### src/rtl/serial_bus_arbiter.sv
// serial_bus_arbiter: two-requester arbiter in front of an 8-bit serial bus.
// A transaction is ADDR (4 bytes, LSB first), CMD (1 byte, bit0 = write),
// DATA (4 bytes, driven for writes, sampled from bus_in for reads), DONE.
// Build option: define SERIAL_BUS_FIXED_PRIO_EN for fixed priority
// (requester 0 wins). Left undefined, contention is resolved round-robin.
// Handshake: a requester holds req until it sees gnt; from the first ADDR
// cycle the request is latched, later req/addr/we/wdata changes are ignored,
// and done pulses for one cycle (with gnt still high) when the owner is finished.
module serial_bus_arbiter (
    input  logic        clk,
    input  logic        rst,
    input  logic [1:0]  req,
    input  logic [1:0]  we,
    input  logic [31:0] addr0,
    input  logic [31:0] addr1,
    input  logic [31:0] wdata0,
    input  logic [31:0] wdata1,
    output logic [1:0]  gnt,
    output logic [1:0]  done,
    output logic [31:0] rdata,
    output logic [7:0]  bus_out,
    output logic        bus_oe,
    input  logic [7:0]  bus_in,
    output logic        busy,
    output logic [2:0]  state_dbg
);

    typedef enum logic [2:0] {
        S_IDLE = 3'd0,
        S_ADDR = 3'd1,
        S_CMD  = 3'd2,
        S_DATA = 3'd3,
        S_DONE = 3'd4
    } state_t;

    state_t      state, state_nxt;
    logic [1:0]  cnt;
    logic        owner;
    logic        we_q;
    logic [31:0] addr_q;
    logic [31:0] wdata_q;
    logic        sel_owner;
    logic [31:0] addr_sh;
    logic [31:0] wdata_sh;

`ifdef SERIAL_BUS_FIXED_PRIO_EN
    // Fixed priority: requester 1 only wins when requester 0 is idle.
    assign sel_owner = ~req[0];
`else
    logic last_owner;

    // Round-robin: on contention pick the requester not served last.
    assign sel_owner = (req == 2'b11) ? ~last_owner : req[1];

    // Remember who was granted; reset value makes requester 0 win first.
    always_ff @(posedge clk) begin
        if (rst)
            last_owner <= 1'b1;
        else if (state == S_IDLE && req != 2'b00)
            last_owner <= sel_owner;
    end
`endif

    // State register, in-state byte counter, request latch and read capture.
    always_ff @(posedge clk) begin
        if (rst) begin
            state   <= S_IDLE;
            cnt     <= 2'd0;
            owner   <= 1'b0;
            we_q    <= 1'b0;
            addr_q  <= 32'd0;
            wdata_q <= 32'd0;
            rdata   <= 32'd0;
        end else begin
            state <= state_nxt;
            if (state_nxt != state)
                cnt <= 2'd0;
            else
                cnt <= cnt + 2'd1;
            if (state == S_IDLE && req != 2'b00) begin
                owner   <= sel_owner;
                we_q    <= sel_owner ? we[1] : we[0];
                addr_q  <= sel_owner ? addr1 : addr0;
                wdata_q <= sel_owner ? wdata1 : wdata0;
            end
            if (state == S_DATA && !we_q)
                rdata[{cnt, 3'b000} +: 8] <= bus_in;
        end
    end

    // Next-state sequencing: ADDR and DATA each last four cycles.
    always_comb begin
        state_nxt = state;
        case (state)
            S_IDLE: if (req != 2'b00) state_nxt = S_ADDR;
            S_ADDR: if (cnt == 2'd3)  state_nxt = S_CMD;
            S_CMD:                    state_nxt = S_DATA;
            S_DATA: if (cnt == 2'd3)  state_nxt = S_DONE;
            S_DONE:                   state_nxt = S_IDLE;
            default:                  state_nxt = S_IDLE;
        endcase
    end

    // Bus and grant outputs decoded from state and the latched request.
    always_comb begin
        gnt      = 2'b00;
        done     = 2'b00;
        bus_out  = 8'd0;
        bus_oe   = 1'b0;
        busy     = (state != S_IDLE);
        addr_sh  = addr_q >> {cnt, 3'b000};
        wdata_sh = wdata_q >> {cnt, 3'b000};
        case (state)
            S_ADDR: begin
                gnt     = owner ? 2'b10 : 2'b01;
                bus_oe  = 1'b1;
                bus_out = addr_sh[7:0];
            end
            S_CMD: begin
                gnt     = owner ? 2'b10 : 2'b01;
                bus_oe  = 1'b1;
                bus_out = {7'b0, we_q};
            end
            S_DATA: begin
                gnt = owner ? 2'b10 : 2'b01;
                if (we_q) begin
                    bus_oe  = 1'b1;
                    bus_out = wdata_sh[7:0];
                end
            end
            S_DONE: begin
                gnt  = owner ? 2'b10 : 2'b01;
                done = owner ? 2'b10 : 2'b01;
            end
            default: ;
        endcase
    end

    assign state_dbg = state;

endmodule

### config.mk
export PLATFORM = sky130hd
export DESIGN_NAME = serial_bus_arbiter
export DESIGN_NICKNAME = d
export VERILOG_FILES = /design/src/rtl/serial_bus_arbiter.sv
export SDC_FILE = /design/constraint.sdc
export NUM_CORES = 1
export LEC_CHECK = 0
export ABC_CLOCK_PERIOD_IN_PS = 2400
export BUFFER_PORTS_ARGS = -buffer_cell sky130_fd_sc_hd__buf_2
export CELL_PAD_IN_SITES_DETAIL_PLACEMENT = 1
export CELL_PAD_IN_SITES_GLOBAL_PLACEMENT = 2
export CORE_AREA = 2 2 138 140
export DETAILED_ROUTE_END_ITERATION = 8
export DIE_AREA = 0 0 140 142
export HOLD_SLACK_MARGIN = 0.15
export PLACE_DENSITY_LB_ADDON = 0.1
export SYNTH_ARGS = -nofsm -noshare
export SYNTH_HDL_FRONTEND = slang
export SYNTH_SLANG_ARGS = --single-unit
### constraint.sdc
create_clock -name clk -period 2.4 [get_ports clk]
set_clock_uncertainty 0.2 [all_clocks]
set_input_delay 0.36 -clock clk [delete_from_list [all_inputs] [get_ports clk]]
set_output_delay 0.36 -clock clk [all_outputs]
set_load 0.03 [all_outputs]
Word level (Yosys, flattened, before mapping)
Cells that the tools add are included.
{"block": "totals", "ff_bits": 104, "input_bits": 142, "output_inout_bits": 49}
{"block": "classes", "n_addsub": 2, "eq_ne": 7, "shifts": 4, "n_mux": 16, "bitwise_logic": 1, "reduce_logical": 9}
{"op": "$mux W32", "count": 2}
{"op": "$shr A32 B5 Y8", "count": 2}
{"op": "$bwmux W32", "count": 1}
{"op": "$shift A8 B7 Y32 const A", "count": 1}
{"op": "$shiftx A8 B7 Y32", "count": 1}
{"op": "$pmux W8 S3", "count": 1}
{"op": "$pmux W3 S4", "count": 1}
{"op": "$mux W3", "count": 3}
{"op": "$mux W8", "count": 1}
{"op": "$neg A5 Y7", "count": 1}
{"op": "$eq A3 B2 Y1 const B", "count": 2}
{"op": "$mux W2", "count": 3}
{"op": "$eq A2 B2 Y1 const B", "count": 2}
{"op": "$reduce_or A2 Y1", "count": 2}
{"op": "$reduce_or A4 Y1", "count": 1}
{"op": "$eq A3 B1 Y1 const B", "count": 1}
{"op": "$eq A3 B3 Y1 const B", "count": 1}
{"op": "$logic_not A3 Y1", "count": 1}
{"op": "$mux W1", "count": 3}
{"op": "$ne A3 B3 Y1", "count": 1}
{"op": "$reduce_bool A3 Y1", "count": 1}
{"op": "$add A2 B1 Y2 const B", "count": 1}
{"op": "$logic_and A1 B1 Y1", "count": 2}
{"op": "$pmux W1 S2", "count": 1}
{"op": "3 further kinds", "count": 3}

Depth between registers and ports, before layout
Gate-level depths: netlist (run 1).
{"block": "depth", "word_depth": 5, "depth_mapped": 8, "depth_no_buf": 5}

Least setup slack after synthesis (run 1)
Ideal clock, no wire load.
{"block": "synth_timing", "path_kind": "reg2out", "from": "register state[1] (netlist: state_dbg[1])", "to": "output port gnt[1]", "t_arrival_ns": 1.758, "required_ns": 1.840, "setup_slack_ns": 0.082, "path_stages_with_launch": 5, "path_cell_list": "dfxtp_1 -> buf_2 -> nor3_4 -> buf_2 -> nor3b_1"}
{"block": "synth_between", "elab_chain_cells": 3, "elab_cells_between_ends": 6, "classes_between": "eq/ne: 4; mux: 1; reduce/logical: 1"}
{"item": "from (decl)", "line_no": "36", "source": "state_t state, state_nxt;"}
{"item": "from (signal assigned)", "line_no": "75", "source": "state <= state_nxt;"}
{"item": "$eq A3 B2 Y1, or another cell as far along", "line_no": "113", "source": "case (state)"}
{"item": "$reduce_or A4 Y1 (no line) (*)"}
{"item": "$mux W2 (*)"}
{"item": "to (decl)", "line_no": "18", "source": "output logic [1:0] gnt,"}
Every way passes the cells marked *; elsewhere a longest branch is shown, timed or not.

Final worst setup path (run 1)
{"block": "layout_timing", "from": "register cnt[0]", "to": "output port bus_out[1]"}
{"block": "layout_between", "elab_chain_cells": 3, "elab_cells_between_ends": 4, "classes_between": "shift: 2; mux: 2"}
{"item": "from (decl)", "line_no": "37", "source": "logic [1:0] cnt;"}
{"item": "from (signal assigned)", "line_no": "79", "source": "cnt <= cnt + 2'd1;"}
{"item": "$shr A32 B5 Y8", "line_no": "112", "source": "wdata_sh = wdata_q >> {cnt, 3'b000};"}
{"item": "$mux W8", "line_no": "126", "source": "if (we_q) begin"}
{"item": "$pmux W8 S3 (*)", "line_no": "113"}
{"item": "to (decl)", "line_no": "21", "source": "output logic [7:0] bus_out,"}
Marked as above.

==> run_results.csv, run 1 <==
group,metric,value,unit
status,outcome,"complete, but fails checks",
status,violations,"DRC",
setup_path,crit_fanout,6,
sta,layout_setup_ws,60.8,ps
global_route,grt_remaining_overflow,0,
global_route,track_usage,17.7,%
power,irDropWorstVdd,0.000325,V
global_route,grt_pass1_vias,5068,
placement,place_area,6400,µm²
setup_path,r2r_cells,6,
placement,gp_congestion,0.777,
setup_path,end_kind,"output pin",
finish,area_growth,32.3,%
detailed_routing,drt_first_pass_iters,7,
cts,cts_root_buffer,"clkbuf_16",
finish,layout_common_cells,"182 x buf_2, 101 x dfxtp_1, 99 x a21oi_1",
setup_path,crit_slowest_cell,"mux4_2",
synth,synth.distinct_cells,36,
sta,hold_ws,159,ps
synth,syn_inst,549,
synth,avgSynthCellArea,9.54,µm²
cts,clkTransAtPathRegs,70,ps
setup_path,arrival,1780,ps
run,cap_violations,0,
global_route,grt_pass1_wl,27.8,mm
sta,max_freq,0.427,GHz
placement,dp.final_hpwl,12.8,mm
power,p_per_area,614,nW/µm²
cts,htree_levels,3,
sta,hold_violations,0,
cts,cts_buffers,9,
sta,finalCritPeriodShare,97.5,%
finish,final_area,6920,µm²
sta,setup_viol,0,
setup_path,critPathRequiredTime,1840,ps
setup_path,worstSetupPathType,"flop to output pin",
floorplan,io_pins,191,
cts,cts.sinks,104,
detailed_routing,routed_via_density,5.13,
synth,syn_nets,697,
setup_path,cp_top_family,"multiplexers",
floorplan,die_w,140,µm
finish,layout_commonest_cell,"buf_2",
setup_path,cp_slowest_stage_delay,540,ps
sta,rsz0062_at_grt,"true",
global_route,grt_start_max_net_pins,66,
power,leakage,2.82,nW
floorplan,chipHeight,142,µm
floorplan,initial_core_util,28.4,%
synth,syn_area,5240,µm²
worst_hold_path,holdPathStages,3,
worst_hold_path,hold_class,"input pin to flop",
global_route,antenna_found_initial,0,
synth,ys_warn_count,0,
floorplan,die_area,19900,µm²
floorplan,coreArea,18500,µm²
finish,drive_above_1_share,35.5,%
cts,clock_path_buffers,2,
detailed_routing,routed_wl,17.8,mm
detailed_routing,drtAntennaViolNets,0,
placement,port_buffers,190,
synth,ys_seq_elements,104,
finish,fin_nets,874,
cts,clock_latency,350,ps
finish,fin_cells,963,
setup_path,cp.depth,5,
setup_path,startpoint_type,"flop",
sta,tightest_slew,717,ps
placement,dp_slack,36.3,ps
sta,relSlewSlack,52.2,%
detailed_routing,vias,4938,
synth,yosysSeqAreaShare,39.8,%
detailed_routing,post-route-drc-count,8,
detailed_routing,routedWlPerCell,18.5,µm
detailed_routing,drt_iter0_markers,199,
finish,diodes,0,
floorplan,rows,50,
setup_path,path_cells,"buf_6, mux4_2, inv_2, o22ai_1, buf_4",
cts,cts_tree,"yes",
setup_path,cp_num_buf_inv,3,
sta,slew_viol_final,0,
placement,place_inst,932,
sta,timing.final.crit_period,2340,ps
==> registers in the layout, summed over array words and instances, names as in the netlist <==
name / flops
addr_q: 32
cnt: 2
last_owner: 1
owner: 1
rdata: 32
state_dbg: 3
wdata_q: 32
we_q: 1
==> cell families (layout without fill, tap and decap cells) <==
kind of cell | count (synthesis) | after routing | share of synthesized area [%]
AOI/OAI and AO/OA | 208 | 208 | 23.4
xor gates and xnor gates | 1 | 1 | 0.167
adders and majority gates | 6 | 6 | 1.43
buffers and inverters | 81 | 261 | 7.55
DFF | 104 | 104 | 39.8
muxes | 81 | 81 | 19.3
and+or+nand+nor | 68 | 68 | 8.32
==> worst reg2reg max path: cells and delay by family, from the launching register on <==
kind                       cells  cell delay [ps]
AOI/OAI and AO/OA              1              180
DFF                            1              410
adders and majority gates      1              380
and+or+nand+nor                2              710
buffers and inverters          2              250
==> Yosys cell counts <==
master / number / area share, %
ha_1: 6 / 1.4
inv_1: 21 / 1.5
nand3_1: 1 / 0.096
o21ai_0: 28 / 2.7
inv_2: 1 / 0.072
nand2b_1: 1 / 0.12
buf_1: 3 / 0.22
mux2i_1: 65 / 12
nand2_1: 7 / 0.50
and3_1: 2 / 0.24
clkbuf_1: 23 / 1.6
a21boi_2: 1 / 0.22
dfxtp_1: 104 / 40
o22ai_1: 7 / 0.84
a21oi_1: 99 / 9.5
nor3_1: 4 / 0.38
o21bai_1: 1 / 0.14
nor2b_1: 3 / 0.36
and3b_1: 1 / 0.17
nor4bb_1: 2 / 0.38
buf_6: 4 / 0.86
nor3b_1: 2 / 0.29
a211oi_1: 66 / 9.5
nand4_1: 32 / 3.8
buf_2: 19 / 1.8
buf_4: 10 / 1.4
mux4_2: 16 / 6.9
nor2_1: 6 / 0.43
nor3b_2: 3 / 0.72
nand4bb_1: 1 / 0.22
xor2_1: 1 / 0.17
o21ai_1: 5 / 0.48
or2_2: 1 / 0.12
nor3_4: 1 / 0.31
o32ai_1: 1 / 0.17
and4_1: 1 / 0.17
==> final cells by class <==
type / count / area [µm²]
Fill cell: 2129 / 11500
Sequential cell: 104 / 2090
Tap cell: 234 / 293
Timing Repair Buffer: 225 / 1350
Clock buffer: 11 / 253
Clock inverter: 3 / 42.5
Inverter: 22 / 82.6
Multi-Input combinational cell: 364 / 2810
==> final timing paths <==
path / startpoint / endpoint / slack (ps)
hold / removal: addr0[6] / addr_q[6]$_SDFFE_PP0P_ / 160
hold reg to reg: rdata[19]$_SDFFE_PP0P_ / rdata[19]$_SDFFE_PP0P_ / 270
setup / recovery: cnt[0]$_SDFF_PP0_ / bus_out[1] / 60
setup reg to reg: cnt[0]$_SDFF_PP0_ / rdata[3]$_SDFFE_PP0P_ / 200
==> per-layer routing <==
metal	wire length (µm)	GRT usage [%]	share of wire (%)	vias to the layer above
met5	0	0	0	-
met4	272	4.63	1.5	0
met3	773	3.80	4.3	15
met2	8950	31.0	50	138
met1	7790	22.3	44	2352
li1	-	-	-	2433
==> through the flow <==
stage / util [%] / power, mW / setup TNS, ps
floorplan: - / 2.44 / 0
global placement: 34.7 / 2.75 / 0
detailed placement: 34.7 / 2.77 / 0
CTS: 37.2 / 4.30 / 0
global route: 37.5 / 4.47 / -37.0
finish: 37.5 / 4.25 / 0
==> where the power goes <==
group	total [mW]	internal, mW	switching, mW
logic	0.843	0.389	0.454
registers	1.91	1.84	0.0765
clock network	1.50	0.853	0.644
total	4.25	3.08	1.17
==> repair_timing <==
action | 4_1_cts | 5_1_grt
hold endpoints to repair | 31 | 0
endpoints found under the setup margin | 8 | 10
resized for setup | 6 | 21
setup buffers | 1 | 0
hold buffers | 16 | 0
pin swaps | 0 | 0
Power figures use the tool's default switching activity.
==> run 2: changes to the inputs <==
--- a/config.mk
+++ b/config.mk
@@ -9,11 +9,12 @@
 export BUFFER_PORTS_ARGS = -buffer_cell sky130_fd_sc_hd__buf_2
 export CELL_PAD_IN_SITES_DETAIL_PLACEMENT = 1
 export CELL_PAD_IN_SITES_GLOBAL_PLACEMENT = 2
-export CORE_AREA = 2 2 138 140
+export CORE_AREA = 2 2 154 126
 export DETAILED_ROUTE_END_ITERATION = 8
-export DIE_AREA = 0 0 140 142
+export DIE_AREA = 0 0 156 128
 export HOLD_SLACK_MARGIN = 0.15
 export PLACE_DENSITY_LB_ADDON = 0.1
 export SYNTH_ARGS = -nofsm -noshare
 export SYNTH_HDL_FRONTEND = slang
 export SYNTH_SLANG_ARGS = --single-unit
+export TNS_END_PERCENT = 5
==> run_results.csv, run 2 (same netlist as run 1, synthesis figures left out) <==
group,metric,value,unit
power,leakage,2.82,nW
detailed_routing,routed_wl,18.0,mm
status,outcome,"finished, final reports clean",
detailed_routing,wl_met2,8.19,mm
power,p_per_area,618,nW/µm²
cts,cts_buffers,9,
detailed_routing,drt_iter0_markers,214,
finish,diodes,0,
sta,timing.final.crit_period,2370,ps
global_route,track_usage,18.1,%
placement,dp_slack,167,ps
setup_path,startpoint_type,"flop",
placement,port_buffers,190,
detailed_routing,wl_met1,8.88,mm
detailed_routing,top_layer,"met4",
finish,fin_nets,873,
finish,reg.largest.list,"addr_q: 32 flops, rdata: 32 flops, wdata_q: 32 flops",
detailed_routing,drt_first_pass_iters,4,
global_route,antenna_found_initial,0,
global_route,grt_pass1_wl,28.2,mm
detailed_routing,vias,4996,
placement,gp_congestion,0.809,
power,irDropWorstVdd,0.000313,V
setup_path,crit_fanout,9,
cts,cts_root_buffer,"clkbuf_16",
floorplan,die_w,156,µm
placement,place_area,6400,µm²
sta,hold_violations,0,
finish,drive_above_1_share,35.2,%
sta,finalCritPeriodShare,98.8,%
setup_path,critPathRequiredTime,1840,ps
cts,cts.sinks,104,
finish,utilization,37.3,%
floorplan,initial_core_util,28.3,%
cts,clock_path_buffers,2,
sta,slew_viol_final,0,
setup_path,arrival,1810,ps
global_route,grt_pass1_vias,5148,
floorplan,die_area,20000,µm²
finish,layout_common_cells,"184 x buf_2, 101 x dfxtp_1, 99 x a21oi_1",
finish,fin_cells,965,
setup_path,worstSetupPathType,"flop to output pin",
cts,htree_levels,3,
run,cap_violations,0,
setup_path,end_kind,"output pin",
sta,rsz0062_at_grt,"true",
detailed_routing,routed_via_density,5.18,
floorplan,rows,45,
cts,cts_tree,"yes",
cts,clkTransAtPathRegs,80,ps
placement,dp.final_hpwl,13.1,mm
floorplan,chipHeight,128,µm
global_route,grt_remaining_overflow,0,
sta,relSlewSlack,53.2,%
sta,setup_viol,0,
finish,area_growth,31.8,%
cts,clock_latency,350,ps
sta,tightest_slew,702,ps
sta,tns,0,ps
detailed_routing,drtAntennaViolNets,0,
detailed_routing,routedWlPerCell,18.6,µm
worst_hold_path,hold_class,"input pin to flop",
finish,final_area,6900,µm²
finish,layout_commonest_cell,"buf_2",
floorplan,io_pins,191,
floorplan,coreArea,18500,µm²
global_route,grt_start_max_net_pins,66,
sta,max_freq,0.422,GHz
placement,place_inst,933,
sta,layout_setup_ws,28.4,ps
detailed_routing,wl_met3,736,µm
detailed_routing,post-route-drc-count,0,
==> run 2: report_power, final <==
group          leakage [nW]  internal, mW  switching, mW  total (mW)
combinational          1.82         0.389          0.450       0.839
clock                 0.139         0.814          0.690        1.50
sequential            0.856          1.84         0.0814        1.92
==> run 2: final timing paths <==
path	to	startpoint	depth (start not counted)	slack [ps]
worst min-delay path	addr_q[4]$_SDFFE_PP0P_	addr0[4]	3	150
worst max-delay path	bus_out[5]	cnt[0]$_SDFF_PP0_	5	30
worst min register to register	rdata[10]$_SDFFE_PP0P_	rdata[10]$_SDFFE_PP0P_	2	270
worst max register to register	rdata[1]$_SDFFE_PP0P_	cnt[0]$_SDFF_PP0_	7	140
==> run 2: metal layers <==
layer / GRT usage, % / up-vias
li1: - / 2446
met1: 25.3 / 2402
met2: 29.5 / 137
met3: 3.25 / 11
met4: 4.05 / 0
met5: 0 / -
==> run 2: critical path, stage by stage (launching register included) <==
cell and delay (ps):
dfxtp_4 400, buf_12 160, mux4_2 530, inv_2 70, o22ai_1 90, buf_4 200
==> run 2: area by class of cell <==
cell class / count / area (µm²)
Fill cell: 2162 / 11600
Multi-Input combinational cell: 364 / 2800
Sequential cell: 104 / 2090
Timing Repair Buffer: 224 / 1340
Tap cell: 235 / 294
Clock buffer: 10 / 229
Inverter: 22 / 82.6
Clock inverter: 6 / 67.6
==> run 2: timing repair <==
| item | in CTS | in global routing |
|---|---|---|
| pin swaps | 0 | 0 |
| endpoints found under the setup margin | 8 | 11 |
| hold endpoints to repair | 31 | 0 |
| hold buffers | 14 | 0 |
| gates resized for setup | 7 | 8 |
| buffers inserted | 1 | 0 |
| gates cloned | 1 | 0 |
==> run 2: stage by stage <==
| step | hold slack [ps] | power [mW] |
|---|---|---|
| global placement | 261 | 2.75 |
| floorplan | 284 | 2.44 |
| detailed placement | 270 | 2.77 |
| finish | 152 | 4.26 |
| CTS | 152 | 4.32 |
| global route | 167 | 4.47 |
==> run 3: changes to the inputs <==
--- a/config.mk
+++ b/config.mk
@@ -5,7 +5,7 @@
 export SDC_FILE = /design/constraint.sdc
 export NUM_CORES = 1
 export LEC_CHECK = 0
-export ABC_CLOCK_PERIOD_IN_PS = 2400
+export ABC_CLOCK_PERIOD_IN_PS = 2500
 export BUFFER_PORTS_ARGS = -buffer_cell sky130_fd_sc_hd__buf_2
 export CELL_PAD_IN_SITES_DETAIL_PLACEMENT = 1
 export CELL_PAD_IN_SITES_GLOBAL_PLACEMENT = 2
==> constraint.sdc (replaced) <==
create_clock -name clk -period 2.5 [get_ports clk]
set_clock_uncertainty 0.2 [all_clocks]
set_input_delay 0.375 -clock clk [delete_from_list [all_inputs] [get_ports clk]]
set_output_delay 0.375 -clock clk [all_outputs]
set_load 0.03 [all_outputs]
==> run_results.csv, run 3 (same netlist as run 1, synthesis figures left out) <==
group,metric,value,unit
status,outcome,"finished, final reports clean",
finish,seqCellArea,2090,µm²
setup_path,arrival,1820,ps
cts,htree_levels,3,
worst_hold_path,hold_start,"addr0[4]",
floorplan,rows,45,
sta,relSlewSlack,52.0,%
placement,gp_congestion,0.804,
worst_hold_path,holdPathStages,3,
floorplan,initial_core_util,28.3,%
setup_path,cp_slowest_stage_delay,530,ps
finish,diodes,0,
setup_path,r2r_start,"cnt[0]$_SDFF_PP0_",
setup_path,crit_fanout,10,
worst_hold_path,hold_class,"input pin to flop",
finish,fin_nets,865,
finish,drive_above_1_share,35.0,%
floorplan,die_area,20000,µm²
setup_path,r2r_slack,400,ps
sta,slew_viol_final,0,
cts,cts_buffers,9,
cts,clock_path_buffers,2,
power,p_per_area,626,nW/µm²
detailed_routing,routed_via_density,5.19,
setup_path,r2r_end,"rdata[6]$_SDFFE_PP0P_",
finish,final_area,6860,µm²
detailed_routing,drt_first_pass_iters,4,
finish,layout_commonest_cell,"buf_2",
sta,timing.final.crit_period,2400,ps
sta,setup_viol,0,
sta,layout_setup_ws,103,ps
detailed_routing,post-route-drc-count,0,
detailed_routing,drtAntennaViolNets,0,
cts,clock_latency,350,ps
floorplan,die_w,156,µm
floorplan,io_pins,191,
floorplan,chipHeight,128,µm
cts,cts_tree,"yes",
setup_path,critPathRequiredTime,1920,ps
finish,area_growth,31.0,%
run,cap_violations,0,
setup_path,worstSetupPathType,"flop to output pin",
worst_hold_path,min_to,"addr_q[4]$_SDFFE_PP0P_",
sta,finalCritPeriodShare,95.9,%
global_route,grt_pass1_vias,5167,
finish,n_fill_cell,2145,
finish,layout_common_cells,"189 x buf_2, 101 x dfxtp_1, 99 x a21oi_1",
placement,dp.final_hpwl,13.2,mm
setup_path,cp_num_buf_inv,3,
placement,dp_slack,247,ps
sta,hold_ws,162,ps
setup_path,startpoint_type,"flop",
cts,cts.sinks,104,
global_route,grt_pass1_wl,28.6,mm
finish,reg.largest.list,"addr_q: 32 flops, rdata: 32 flops, wdata_q: 32 flops",
global_route,grt_remaining_overflow,0,
power,irDropWorstVdd,0.000325,V
setup_path,r2r_cells,6,
placement,place_area,6400,µm²
global_route,track_usage,18.4,%
setup_path,path_cells,"buf_12, mux4_2, inv_1, o22ai_1, buf_2",
global_route,antenna_found_initial,0,
sta,tightest_slew,720,ps
sta,tns,0,ps
detailed_routing,routed_wl,17.9,mm
power,leakage,2.81,nW
setup_path,crit_slowest_cell,"mux4_2",
detailed_routing,routedWlPerCell,18.7,µm
global_route,grt_start_max_net_pins,66,
detailed_routing,vias,4964,
setup_path,cp_top_family,"multiplexers",
finish,multi_input_area,2790,µm²
cts,clkTransAtPathRegs,70,ps
sta,hold_violations,0,
sta,max_freq,0.417,GHz
placement,port_buffers,190,
cts,cts_root_buffer,"clkbuf_16",
detailed_routing,drt_iter0_markers,206,
finish,utilization,37.0,%
floorplan,coreArea,18500,µm²
setup_path,end_kind,"output pin",
==> run 3: report_power, final <==
group	internal [mW]	switching, mW	leakage, nW
sequential	1.76	0.0829	0.856
combinational	0.358	0.425	1.78
clock	1.01	0.654	0.173
total	3.13	1.16	2.81
==> run 3: worst max-delay path by stage <==
stage               cells after the start                    start                     to  slack [ps]
detailed placement                      5        cnt[1]$_SDFF_PP0_  rdata[6]$_SDFFE_PP0P_         250
global placement                        5        cnt[0]$_SDFF_PP0_             bus_out[1]         350
finish                                  5        cnt[0]$_SDFF_PP0_             bus_out[5]         100
floorplan                               4  state_dbg[1]$_SDFF_PP0_                 gnt[1]         170
global route                            4  state_dbg[0]$_SDFF_PP0_             bus_out[0]         -10
CTS                                     5        cnt[0]$_SDFF_PP0_             bus_out[5]           2
==> run 3: layout make-up <==
class | count | area share, %
multi-input cells | 364 | 40.7
flip-flops and latches | 104 | 30.5
repair buffers | 216 | 18.2
well taps | 235 | 4.29
clock buffers | 10 | 3.49
clock inverters | 6 | 1.64
inverters | 22 | 1.20
==> run 3: metrics by stage <==
stage | power (mW) | cells
3_5_place_dp | 2.66 | 931
5_1_grt | 4.50 | 957
3_3_place_gp | 2.64 | 931
6_report | 4.30 | 957
4_1_cts | 4.36 | 955
2_1_floorplan | 2.34 | 549
==> run 3: what timing repair did <==
item,in CTS,in global routing
setup buffers,0,2
hold buffers,8,0
resized for setup,4,1
hold endpoints to repair,15,0
endpoints found under the setup margin,8,6
==> run 3: routing by layer <==
layer / global-route usage [%] / vias up / part of all wire [%]
met3: 3.65 / 11 / 5.4
met1: 25.6 / 2386 / 48
met5: 0 / - / 0
li1: - / 2418 / -
met2: 29.7 / 149 / 46
met4: 4.10 / 0 / 0.91
==> run 3: tightest hold or removal path: cells and delay by family <==
kind	cells	cell delay [ps]
buf+inv	1	90
mux	1	120
compound gates	1	80
